==> src/rtl/ins_queue.sv <==
// ins_queue: prefetch queue feeding the decoder; the head word is presented as RI, split into opcode and operand fields
module ins_queue #(
    parameter int IW    = 4,
    parameter int OPW   = 2,
    parameter int DEPTH = 4
) (
    input  logic                       clk_i,
    input  logic                       rst_i,
    input  logic                       flush_i,
    input  logic [IW-1:0]              dm_i,
    input  logic                       dm_valid_i,
    output logic                       dm_ready_o,
    output logic [IW-1:0]              ri_o,
    output logic [OPW-1:0]             opcode_o,
    output logic [IW-OPW-1:0]          operand_o,
    output logic                       ri_valid_o,
    input  logic                       ri_ready_i,
    output logic [$clog2(DEPTH+1)-1:0] count_o,
    output logic                       full_o,
    output logic                       empty_o,
    output logic                       ovf_o
);
    localparam int AW = $clog2(DEPTH);
    localparam int CW = $clog2(DEPTH+1);

    logic [IW-1:0] mem [DEPTH];
    logic [AW-1:0] wr_ptr, rd_ptr;
    logic          push, pop;

    assign full_o     = count_o == CW'(DEPTH);
    assign empty_o    = count_o == '0;
    assign dm_ready_o = !full_o;
    assign ri_valid_o = !empty_o;
    assign push       = dm_valid_i && dm_ready_o;
    assign pop        = ri_valid_o && ri_ready_i;
    assign ri_o       = empty_o ? '0 : mem[rd_ptr];
    assign opcode_o   = ri_o[IW-1 -: OPW];
    assign operand_o  = ri_o[IW-OPW-1:0];

    // DEPTH is a power of two, so the pointers wrap naturally at AW bits
    always_ff @(posedge clk_i or posedge rst_i) begin
        if (rst_i) begin
            wr_ptr  <= '0;
            rd_ptr  <= '0;
            count_o <= '0;
            ovf_o   <= 1'b0;
            for (int i = 0; i < DEPTH; i++) mem[i] <= '0;
        end else if (flush_i) begin
            wr_ptr  <= '0;
            rd_ptr  <= '0;
            count_o <= '0;
            ovf_o   <= 1'b0;
        end else begin
            if (push) begin
                mem[wr_ptr] <= dm_i;
                wr_ptr      <= wr_ptr + 1'b1;
            end
            if (pop) rd_ptr <= rd_ptr + 1'b1;
            if (dm_valid_i && full_o) ovf_o <= 1'b1;
            count_o <= count_o + CW'(push) - CW'(pop);
        end
    end
endmodule

==> config.mk <==
export PLATFORM = sky130hd
export DESIGN_NAME = ins_queue
export DESIGN_NICKNAME = d
export VERILOG_FILES = /design/src/rtl/ins_queue.sv
export SDC_FILE = /design/constraint.sdc
export NUM_CORES = 1
export LEC_CHECK = 0
export ABC_AREA = 1
export CORE_MARGIN = 2
export CORE_UTILIZATION = 45
export DETAILED_ROUTE_END_ITERATION = 7
export PLACE_DENSITY = 0.77
export SETUP_SLACK_MARGIN = 0.5
export SYNTH_ARGS = -nofsm -noshare
export SYNTH_HDL_FRONTEND = slang
export SYNTH_SLANG_ARGS = --single-unit
==> constraint.sdc <==
create_clock -name clk_i -period 6.2 [get_ports clk_i]
set_clock_uncertainty 0.05 [all_clocks]
set_input_delay 1.24 -clock clk_i [delete_from_list [all_inputs] [get_ports clk_i]]
set_output_delay 1.24 -clock clk_i [all_outputs]
set_load 0.02 [all_outputs]
Yosys cells after proc, flatten, opt, wreduce, memory -nomap -nowiden
Cells that the tools add are included.

$add $sub $neg: 4. $mul: 0. Divide/modulo/power cells: 0. Order comparisons: 3. Eq/ne operators: 1. Shift operators: 0. Mux-type cells: 14. Bitwise gates (word level): 3. Reductions and logical operators: 11.

Operators with widths (number): bitwise mux 16 bit (1); 2-to-1 mux 4 bit (4); binary-select mux 4 bit (select 2 bit) (1); demux 4 bit (select 2 bit) (1); 2-to-1 mux 2 bit (4); >= comparator 3 bit, second input constant (2); NOT 2 -> 3 bit (2); nonzero test 2 bit (3); adder 2 x 1 -> 2 bit, second input constant (2); logical AND 1 bit (4); adder 3 x 1 -> 3 bit (1); equality test 3 bit, second input constant (1); zero test 3 bit (1); less-than comparator 3 x 1 -> 1 bit, second input constant (1); 2-to-1 mux 3 bit (1); subtractor 3 x 1 -> 3 bit (1); zero test 1 bit (2); 2-to-1 mux 1 bit (2); AND reduction 2 bit (1); NOT 1 bit (1).

Flip-flop bits (word level): 24. Latch bits: 0. Bits in writable memories: 0. Memory bits (read-only): 0. Input bits: 9. Output and inout port bits: 16. Word-level logic and storage cells: 44. Memories kept: 0.

Logic depth before layout (Yosys ltp)
Depth in word-level cells: 6. Gate-level depth with buffers: 11. Mapped depth without buffers: 11.

Worst setup path before layout
No wires, ideal clock.

Path type: flip-flop to output port. Start: reg count_o[1]. End: out ri_o[0]. Arrival time: 1.688 ns. Data required time: 4.910 ns. Setup slack: 3.222 ns. Cell stages (with the launch flop): 6. Path buffers: 1. Cells stage by stage: dfrtp_1 -> nor2_4 -> nand2_1 -> inv_1 -> a21oi_1 -> buf_4.

Cells in the longest elaborated chain, start to end: 2.

RTL lines: start: declaration (RTL line 18) `output logic [$clog2(DEPTH+1)-1:0] count_o,`; start signal: assignment (RTL line 60) `count_o <= count_o + CW'(push) - CW'(pop);`; zero test 3 bit (RTL line 31) `assign empty_o = count_o == '0;`; named net empty_o (RTL line 20) `output logic empty_o,`; 2-to-1 mux 4 bit (RTL line 36) `assign ri_o = empty_o ? '0 : mem[rd_ptr];`; end: declaration (RTL line 13) `output logic [IW-1:0] ri_o,`.

The timed path passes the listed nets, and every way through them passes these cells.

Final worst setup path
Start: reg rd_ptr[0]. End: out opcode_o[1].

Cells in the longest elaborated chain, start to end: 5.

RTL lines: start: declaration (RTL line 27) `logic [AW-1:0] wr_ptr, rd_ptr;`; start signal: assignment (RTL line 58) `if (pop) rd_ptr <= rd_ptr + 1'b1;`; NOT 2 -> 3 bit (not written as such) (RTL line 36); binary-select mux 4 bit (select 2 bit) (RTL line 36); 2-to-1 mux 4 bit (not written as such) (2 in a row) (RTL line 36); 2-to-1 mux 4 bit (RTL line 36); end: declaration (RTL line 14) `output logic [OPW-1:0] opcode_o,`.

Every way passes these cells. The select of a mux whose other input is x is not followed.

==> flow_summary.ini <==
[run_status]
status = finished, final reports clean

[critical_path]
worstPathMaxFanout = 11
startpoint_type = flip-flop
critPathSlowestCell = clkdlybuf4s50_1
critPathMaxStageDelay_ns = 0.64
critical-path-top-delay-family = buffers and inverters
timing.reg2reg.setup_slack_ns = 4.00
crit_arrival_ns = 2.11
cp-end-kind = primary output
critPathRequiredTime_ns = 4.91
critPathKind = reg -> out
crit_buf_inv = 2
path_cells = inv_1, o21ai_0, a21oi_1, clkdlybuf4s50_1

[power]
clkPwrFrac_pct = 8.3
pwr-share-seq_pct = 34.0
netSwitchingPower_mw = 0.354
p_leak_nw = 0.790
swShare_pct = 44.9
p_int_mw = 0.434
ir_drop_uv = 322
combPwrFrac_pct = 57.7
p_per_area_mw_per_mm2 = 502

[detailed_routing]
dr.first_iter.drc_count = 36
routedWlPerCell_um = 13.4
drtPass1Iterations = 4
detail-route-antenna-nets = 0
vias_per_cell = 5.56
num_vias = 1190
drc_errors = 0
finalWirelength_mm = 2.86

[sta]
rsz0062_at_grt = false
setup_viol = 0
setup-tns-final_ns = 0
period_minus_slack_ns = 3.40
fin_crit_sh_pct = 54.9
slew_headroom_pct = 39.5
fmax_mhz = 294
finalMaxSlewViolations = 0
worst_slack_ns = 2.80
worstMarginPinSlew_ns = 0.906
hold_violations = 0
hold_ws_ns = 0.444

[grt]
antenna_found_initial = 0
track_usage_pct = 18.3
grt_pass1_vias = 1084
overflow = 0
grt_first_pass_wirelength_mm = 4.75
grt_max_degree = 25

[place]
placed_cells = 211
dp_hpwl_mm = 2.16
dpl-instance-area_sq_mm = 0.00155
io_buffer_count = 24
gp_congestion = 0.814
dpl_worst_slack_ns = 2.96

[cts]
clock-sinks = 24
path_clk_slew_ns = 0.12
cts_hold_repair.buffers = 0
cts_tree = done
cts_setup_buffers = 0
clk-insertion-delay-late_ns = 0.30
root_buffer = clkbuf_4
clockBufferDepth = 2
cts_buffers = 3
cts_htree_levels = 1
ctsResizeCount = 0

[synthesis]
synth_nets = 181
syn_area_sq_mm = 0.00133
synth.distinct_cells = 19
synthCells = 165
synth_area_per_cell_sq_um = 8.08
ys_warn_count = 0
ys_seq_area_share_pct = 45.0
synth-seq-cells = 24

[final_layout]
final_area_sq_mm = 0.00157
nFillCells = 259
instances_no_fill = 214
antenna_cells = 0
final_cell_mix = 45 x nand2_1, 24 x nor2_1, 24 x dfrtp_1, 24 x clkdlybuf4s50_1, 20 x nand4_1
drive_gt1_share_pct = 3.83
area_growth_syn_to_layout_pct = 17.8
final_common_cell = nand2_1
nets = 201

[floorplan]
die_height_um = 58.4
dieArea_sq_mm = 0.00342
io_pins = 25
core_area_sq_mm = 0.00278
die_w_um = 58.4
row_count = 19
initial_utilization_pct = 48.0

[run]
maxCapViolations = 0

[worst_hold_path]
min_path_type = reg -> reg
worst paths after layout:
| kind | startpoint | to | cells after the start |
|---|---|---|---|
| max in group asynchronous | rst_i | mem[9] | 2 |
| worst max register to register | count_o[1] | count_o[2] | 11 |
| min in group asynchronous | rst_i | mem[10] | 2 |
| worst min register to register | mem[8] | mem[8] | 2 |
| worst max-delay path | rd_ptr[0] | opcode_o[1] | 4 |
| worst min-delay path | mem[8] | mem[8] | 2 |
per-stage QoR:
step / power [mW] / util [%]
2_1_floorplan: 0.571 / -
3_3_place_gp: 0.716 / 55.7
3_5_place_dp: 0.729 / 55.7
4_1_cts: 0.795 / 56.5
5_1_grt: 0.853 / 56.5
6_report: 0.788 / 56.5
synthesized netlist by cell type:
library cell  instances  area share (%)
nand2_1              45              13
inv_1                14             3.9
nand3_1               2            0.75
o21a_1                1            0.56
o21ai_0               9             3.4
ha_1                  6             5.6
nor2_4                1            0.84
nor2_1               24             6.8
buf_2                 3             1.1
xor2_1                2             1.3
nand2_2               1            0.47
a21oi_4               1             1.2
inv_2                 1            0.28
fa_1                  1             1.5
buf_6                 1            0.84
buf_4                 5             2.8
a21oi_1               4             1.5
dfrtp_1              24              45
nand4_1              20             9.4
power groups by stage:
stage | clock network [mW] | registers (mW) | logic [mW]
2_1_floorplan | 0 | 0.266 | 0.305
3_3_place_gp | 0 | 0.268 | 0.448
3_5_place_dp | 0 | 0.271 | 0.458
4_1_cts | 0.0679 | 0.268 | 0.459
5_1_grt | 0.0755 | 0.279 | 0.499
6_report | 0.0654 | 0.268 | 0.455
cell type report:
class	count	area [sq um]	area share, %
Clock buffer	3	22.5	1.43
Inverter	15	56.3	3.58
Multi-Input combinational cell	117	613	39.0
Sequential cell	24	601	38.2
Tap cell	31	38.8	2.47
Timing Repair Buffer	24	240	15.3
worst reg2reg max path, delay by kind of cell (launching register included):
kind | cells | cell delay [ns]
fa+ha+maj | 3 | 0.77
simple gates | 4 | 0.45
xor+xnor | 1 | 0.16
buf+inv | 3 | 0.18
flops | 1 | 0.48
state kept, by name (all words and copies together) (netlist names):
name and count:
mem 16, count_o 3, rd_ptr 2, wr_ptr 2
ovf_o 1
metal layers:
layer,GRT usage [%],wire (um),vias to the layer above
li1,-,-,573
met1,25.2,1230,554
met2,27.8,1360,57
met3,2.42,223,6
met4,10.3,47,0
met5,0,0,-
cell families after synthesis:
group,synth area share (%)
simple gates,30.9
xor+xnor,1.31
flops,45.0
compound gates,6.66
buf+inv,9.01
fa+ha+maj,7.13
Note: power is estimated with default switching activity, not from simulation.
